<file path="src/rtl/apb_cmd_master.sv">
// apb_cmd_master: single-outstanding APB initiator driven by a valid/ready
// command channel, returning read data / error on a valid/ready response
// channel. The response is held until consumed; a new command may be
// accepted on the same cycle the response is taken.
//
// Build option: define APB_CMD_TIMEOUT_EN to abort ACCESS phases that wait
// TIMEOUT_CYCLES cycles without PREADY. Without it ACCESS waits forever and
// rsp_timeout is tied low.
//
// state  | meaning
// IDLE   | no transfer, cmd_ready high
// SETUP  | APB setup phase (PSEL=1, PENABLE=0)
// ACCESS | APB access phase, waiting for PREADY
// RESP   | response held on rsp_* until rsp_ready
module apb_cmd_master #(
  parameter int APB_ADDR_WIDTH = 32,
  parameter int TIMEOUT_CYCLES = 255
) (
  input  logic                      HCLK,
  input  logic                      HRESET,
  input  logic                      cmd_valid,
  output logic                      cmd_ready,
  input  logic                      cmd_write,
  input  logic [APB_ADDR_WIDTH-1:0] cmd_addr,
  input  logic [31:0]               cmd_wdata,
  output logic                      rsp_valid,
  input  logic                      rsp_ready,
  output logic [31:0]               rsp_rdata,
  output logic                      rsp_err,
  output logic                      rsp_timeout,
  output logic [APB_ADDR_WIDTH-1:0] PADDR,
  output logic [31:0]               PWDATA,
  output logic                      PWRITE,
  output logic                      PSEL,
  output logic                      PENABLE,
  input  logic [31:0]               PRDATA,
  input  logic                      PREADY,
  input  logic                      PSLVERR,
  output logic                      busy
);

  typedef enum logic [1:0] {
    ST_IDLE   = 2'd0,
    ST_SETUP  = 2'd1,
    ST_ACCESS = 2'd2,
    ST_RESP   = 2'd3
  } state_t;

  if (TIMEOUT_CYCLES < 1 || TIMEOUT_CYCLES > 65535) begin : g_bad_timeout
    $error("apb_cmd_master: TIMEOUT_CYCLES must be in 1..65535");
  end

  state_t                    r_state;
  state_t                    w_next;
  logic                      w_accept;
  logic                      w_complete;
  logic                      w_tmo;
  logic [1:0]                w_unused_addr_lsb;
  logic [APB_ADDR_WIDTH-1:0] r_paddr;
  logic [31:0]               r_pwdata;
  logic                      r_pwrite;
  logic                      r_psel;
  logic                      r_penable;
  logic                      r_busy;
  logic                      r_rsp_valid;
  logic [31:0]               r_rsp_rdata;
  logic                      r_rsp_err;

  // Word access only: the byte-lane bits of the command address are dropped.
  assign w_unused_addr_lsb = cmd_addr[1:0];

  assign cmd_ready  = (r_state == ST_IDLE) | ((r_state == ST_RESP) & rsp_ready);
  assign w_accept   = cmd_valid & cmd_ready;
  assign w_complete = (r_state == ST_ACCESS) & PREADY;

`ifdef APB_CMD_TIMEOUT_EN
  logic [15:0] r_wait_cnt;
  logic        r_rsp_timeout;

  // A completing PREADY on the limit cycle wins, hence the !PREADY term.
  assign w_tmo = (r_state == ST_ACCESS) & ~PREADY &
                 (r_wait_cnt == 16'(TIMEOUT_CYCLES - 1));

  // Wait counter: held at zero outside ACCESS, counts stalled ACCESS cycles.
  always_ff @(posedge HCLK) begin
    if (HRESET) begin
      r_wait_cnt <= 16'd0;
    end else if (r_state != ST_ACCESS) begin
      r_wait_cnt <= 16'd0;
    end else if (!PREADY) begin
      r_wait_cnt <= r_wait_cnt + 16'd1;
    end
  end

  // Timeout flag of the held response.
  always_ff @(posedge HCLK) begin
    if (HRESET) begin
      r_rsp_timeout <= 1'b0;
    end else if (w_complete) begin
      r_rsp_timeout <= 1'b0;
    end else if (w_tmo) begin
      r_rsp_timeout <= 1'b1;
    end
  end

  assign rsp_timeout = r_rsp_timeout;
`else
  assign w_tmo       = 1'b0;
  assign rsp_timeout = 1'b0;
`endif

  // State register.
  always_ff @(posedge HCLK) begin
    if (HRESET) begin
      r_state <= ST_IDLE;
    end else begin
      r_state <= w_next;
    end
  end

  // Next-state logic.
  always_comb begin
    w_next = r_state;
    case (r_state)
      ST_IDLE:   if (cmd_valid) w_next = ST_SETUP;
      ST_SETUP:  w_next = ST_ACCESS;
      ST_ACCESS: if (PREADY || w_tmo) w_next = ST_RESP;
      ST_RESP: begin
        if (rsp_ready) begin
          w_next = cmd_valid ? ST_SETUP : ST_IDLE;
        end
      end
      default:   w_next = ST_IDLE;
    endcase
  end

  // APB strobes, busy and rsp_valid registered from the next state.
  always_ff @(posedge HCLK) begin
    if (HRESET) begin
      r_psel      <= 1'b0;
      r_penable   <= 1'b0;
      r_busy      <= 1'b0;
      r_rsp_valid <= 1'b0;
    end else begin
      r_psel      <= (w_next == ST_SETUP) | (w_next == ST_ACCESS);
      r_penable   <= (w_next == ST_ACCESS);
      r_busy      <= (w_next == ST_SETUP) | (w_next == ST_ACCESS);
      r_rsp_valid <= (w_next == ST_RESP);
    end
  end

  // Command capture; address/data/direction hold until the next accept.
  always_ff @(posedge HCLK) begin
    if (HRESET) begin
      r_paddr  <= '0;
      r_pwdata <= 32'd0;
      r_pwrite <= 1'b0;
    end else if (w_accept) begin
      r_paddr  <= {cmd_addr[APB_ADDR_WIDTH-1:2], 2'b00};
      r_pwdata <= cmd_wdata;
      r_pwrite <= cmd_write;
    end
  end

  // Response capture at completion or abort; held stable in RESP.
  always_ff @(posedge HCLK) begin
    if (HRESET) begin
      r_rsp_rdata <= 32'd0;
      r_rsp_err   <= 1'b0;
    end else if (w_complete) begin
      r_rsp_rdata <= r_pwrite ? 32'd0 : PRDATA;
      r_rsp_err   <= PSLVERR;
    end else if (w_tmo) begin
      r_rsp_rdata <= 32'd0;
      r_rsp_err   <= 1'b1;
    end
  end

  assign PADDR     = r_paddr;
  assign PWDATA    = r_pwdata;
  assign PWRITE    = r_pwrite;
  assign PSEL      = r_psel;
  assign PENABLE   = r_penable;
  assign busy      = r_busy;
  assign rsp_valid = r_rsp_valid;
  assign rsp_rdata = r_rsp_rdata;
  assign rsp_err   = r_rsp_err;

endmodule

</file>
<file path="config.mk">
export PLATFORM = sky130hd
export DESIGN_NAME = apb_cmd_master
export DESIGN_NICKNAME = d
export VERILOG_FILES = /design/src/rtl/apb_cmd_master.sv
export SDC_FILE = /design/constraint.sdc
export NUM_CORES = 1
export LEC_CHECK = 0
export BUFFER_PORTS_ARGS = -buffer_cell sky130_fd_sc_hd__buf_2
export CAP_MARGIN = 20
export CORE_ASPECT_RATIO = 0.7
export CORE_MARGIN = 2
export CORE_UTILIZATION = 46
export DETAILED_ROUTE_END_ITERATION = 12
export PLACE_DENSITY = 0.91
export SYNTH_ARGS = -nofsm -noshare
export SYNTH_HDL_FRONTEND = slang
export SYNTH_SLANG_ARGS = --single-unit
</file>
<file path="constraint.sdc">
create_clock -name HCLK -period 1.65 [get_ports HCLK]
set_input_delay 0.2475 -clock HCLK [delete_from_list [all_inputs] [get_ports HCLK]]
set_output_delay 0.2475 -clock HCLK [all_outputs]
set_load 0.01 [all_outputs]
</file>
Word level (Yosys, flattened, before mapping)
Cells that the tools add are included.
Widths: inputs -> output; s select.
{ "totals": {"ff_bits": 101, "output_inout_bits": 104} }
{ "op_classes": {"n_reduce_logical": 1, "eq_ne": 6, "bitwise": 5, "muxes": 6} }
{ "ops": {"columns": ["op", "n"], "rows": [
  ["$mux 32", 1],
  ["$eq 2x2->1 const B", 4],
  ["$pmux 2 s4", 1],
  ["$mux 2", 3],
  ["$eq 2x1->1 const B", 2],
  ["$and 1x1->1", 3],
  ["$logic_not 2->1", 1],
  ["$or 1x1->1", 2],
  ["$mux 1", 1]
]} }

Logic depth before layout (Yosys ltp)
{ "depth": {"depth_word": 5, "depth_mapped": 5, "depth_no_buf": 5} }

Least setup slack after synthesis
No wires, ideal clock.
{ "synth_timing": {"path_type": "reg2reg", "from": "register r_state[1]", "to": "register r_busy (netlist: busy)", "synth_period_minus_slack_ns": 1.307, "required_ns": 1.524, "path_buffers": 0, "arrival_time_ns": 1.180, "setup_slack_ns": 0.343, "path_stages_with_launch": 6, "path_cell_list": "dfxtp_1 > a21boi_2 > a21oi_1 > inv_1 > ha_1 > nor2_1"} }
{ "synth_via": {"elab_chain_cells": 4, "elab_cells_between_ends": 11} }
{ "synth_rtl": {"columns": ["item", "line_no", "source"], "rows": [
  ["from (decl)", "53", "state_t r_state;"],
  ["from (signal assigned)", "117", "r_state <= w_next;"],
  ["$eq 2x2->1, or another cell as far along", "124", "case (r_state)"],
  ["$pmux 2 s4 (*)", "124", null],
  ["$eq 2x1->1 or $eq 2x2->1 (tied branches)", "147", "r_busy <= (w_next == ST_SETUP) | (w_next == ST_ACCESS);"],
  ["$or 1x1->1 (*)", "147", null],
  ["to (signal assigned)", "147", null],
  ["to (decl)", "64", "logic r_busy;"]
]} }
Mark *: on every way between the ends. The rest lies on a longest branch, timed or not.
A chain may end at the register's enable or synchronous reset.

Worst setup path in the final report
{ "layout_timing": {"from": "register r_state[1]", "to": "register r_paddr[24] (netlist: PADDR[24])"} }
{ "layout_via": {"elab_chain_cells": 4, "elab_cells_between_ends": 5} }
{ "layout_rtl": {"columns": ["item", "line_no", "source"], "rows": [
  ["$eq 2x2->1", "72", "assign cmd_ready = (r_state == ST_IDLE) | ((r_state == ST_RESP) & rsp_ready);"],
  ["$and 1x1->1", "72", null],
  ["$or 1x1->1 (*)", "72", null],
  ["$and 1x1->1 (*)", "73", "assign w_accept = cmd_valid & cmd_ready;"],
  ["to (signal assigned)", "159", "r_paddr <= {cmd_addr[APB_ADDR_WIDTH-1:2], 2'b00};"],
  ["to (decl)", "59", "logic [APB_ADDR_WIDTH-1:0] r_paddr;"]
]} }
Marked as above.

==> results.toml <==
[drt]
drc = 0
met1_length_mm = 4.304
antenna_left = 0
wl_met3_um = 490
dr.pass1.iters = 4
wire_per_inst_um = 13.13
top_layer = "met4"
post_drt_via_cell_ratio = 4.750
dr_total_vias = 3605
totalWireLength_mm = 9.968
first_iter_violations = 126
route.met2.wl_mm = 5.015

[timing]
setup_tns_ps = 0
fmax_ghz = 0.6468
setup_viol = 0
hold_viol_final = 0
layout_min_cycle_time_ps = 1546
post-route-period-util_pct = 93.71
finClkSkew_ps = 5.943
rsz0062_at_grt = "no"
drv_slew = 0

[cts]
cts_setup_buffers = 0
path_clk_slew_ps = 70
cts_resized = 0
cts.sinks = 101
htreeDepth = 3
ctsHoldBuffers = 0
clk_path_buf_depth = 2
cts_buffers = 9
cts_tree = "done"
cts_root_buffer = "clkbuf_16"
clk_latency_ps = 330

[final_layout]
fin_cells = 759
drive_gt1_share_pct = 36.22
fill_cells = 738
fin_nets = 734
diodes = 0
area_growth_pct = 33.20

[setup_path]
critPathLaunchType = "register"
cp_num_buf_inv = 1
worstPathRequired_ps = 1910
cp_slowest_stage_delay_ps = 450
critical_path.top_delay_family = "simple AND/OR/NAND/NOR gates"
worstPathMaxFanout = 9
crit_slowest_cell = "and3b_4"
path_class = "reg -> reg"
crit_arrival_ps = 1800
end_kind = "register"
cp_cell_sequence = "a21boi_2, and3b_4, buf_4, mux2i_1"

[floorplan]
num_io_pins = 207
die_height_um = 84.90
core-area_mm2 = 0.009071
rows = 29
dieArea_mm2 = 0.01015
initial_utilization_pct = 47.41
die_w_um = 119.6

[synth]
ys_warn_count = 0
syn_avg_cell_area_um2 = 9.664
syn-cell-area_mm2 = 0.004300
synth_seq_cells = 101
syn_inst = 445
synth.distinct_cells = 19
ys_seq_area_share_pct = 47.02

[power]
peakVddDrop_uv = 625.8
total_power_w = 0.005952
p_leak_nw = 2.667
p_per_area_mw_per_mm2 = 1039

[global_route]
grt_pass1_vias = 3457
grt_use_total_pct = 19.97
antenna_found_initial = 0
grt_max_degree = 73
grt_overflow_total = 0
grt_pass1_wl_mm = 16.48

[place]
portBuffers = 201
placed_cells = 743
gp_congestion = 0.7357
place_hpwl_mm = 7.315

[status]
status = "finished clean"

[worst_hold_path]
min_path_type = "in -> reg"

[run]
cap_viol_max_count = 0
[worst register-to-register path: stages (launching register included)]
cell and delay (ps):
dfxtp_1 360, a21boi_2 190, and3b_4 450, buf_4 250, mux2i_1 220
[final cells by class]
cell class	instances	area, µm²	area share [%]
multi-input combinational	305	2068	36.11
sequential	101	2022	35.30
timing repair buffer	211	1146	20.01
clock buffer	9	225.2	3.932
tap	124	155.1	2.709
clock inverter	7	103.9	1.813
inverter	2	7.507	0.1311
[flip-flops by register name, indices dropped and copies added (netlist names)]
signal,flops
rsp_rdata,32
PWDATA,32
rsp_err,1
PADDR,30
busy,1
PWRITE,1
PENABLE,1
rsp_valid,1
r_state,2
[Yosys cell counts]
| cell type | count | area, µm² |
|---|---|---|
| buf_6 | 7 | 78.83 |
| inv_1 | 2 | 7.510 |
| nor2_1 | 3 | 11.26 |
| nand2b_1 | 128 | 800.8 |
| nor3_1 | 1 | 5.000 |
| o221ai_1 | 1 | 8.760 |
| and3b_1 | 2 | 17.52 |
| nand3b_1 | 33 | 247.7 |
| a21oi_1 | 34 | 170.2 |
| nand2_1 | 34 | 127.6 |
| mux2i_1 | 63 | 630.6 |
| conb_1 | 1 | 3.750 |
| buf_2 | 3 | 15.01 |
| clkbuf_1 | 25 | 93.84 |
| dfxtp_1 | 101 | 2022 |
| ha_1 | 1 | 12.51 |
| buf_4 | 4 | 30.03 |
| a21boi_2 | 1 | 11.26 |
| nor2b_1 | 1 | 6.260 |
[cell families after synthesis]
logic type	Yosys count	share of synthesized area, %
buf+inv	41	5.237
simple gates	202	28.28
flops	101	47.02
fa+ha+maj	1	0.2909
mux	63	14.66
compound gates	36	4.422
other cells	1	0.08720
[power by group]
part | switching, W | total [W] | internal (W)
Sequential | 0.0000898 | 0.00270 | 0.00261
Clock | 0.000931 | 0.00228 | 0.00135
Combinational | 0.000477 | 0.000968 | 0.000492
Total | 0.00150 | 0.00595 | 0.00445
[placed cells by master (no fill, tap or decap), types with 2 or more instances in the layout]
cell type    n
a21oi_1     33
buf_12       5
buf_2      200
buf_4        6
bufinv_16    2
clkbuf_16    9
conb_1       3
dfxtp_1    101
inv_1        2
inv_6        4
mux2i_1     63
nand2_1     34
nand2b_1   128
nand3b_1    33
nor2_1       3
[metal layers]
| metal | track usage, % | up-vias |
|---|---|---|
| met2 | 33.87 | 107 |
| li1 | - | 1816 |
| met5 | 0 | - |
| met1 | 25.00 | 1668 |
| met4 | 6.631 | 0 |
| met3 | 5.175 | 14 |
[stage by stage]
step / cell area [µm²] / hold slack (ps) / util (%) / setup slack, ps
after floorplan: 4308 / 383.5 / - / 343.4
after global placement: 5395 / 434.8 / 59.48 / 214.1
after detailed placement: 5395 / 441.7 / 59.48 / 105.4
after CTS: 5724 / 130.9 / 63.10 / 65.51
after global routing: 5728 / 154.5 / 63.14 / 23.91
final: 5728 / 148.7 / 63.14 / 103.8
[worst paths after layout]
check	from	to	slack, ps	cells after the start
max reg2reg	r_state[1]	PADDR[24]	100	4
max	r_state[1]	PADDR[24]	100	4
min reg2reg	rsp_rdata[16]	rsp_rdata[16]	450	2
min	PSLVERR	rsp_err	150	3
No activity file was read; power rests on OpenSTA's default activity.
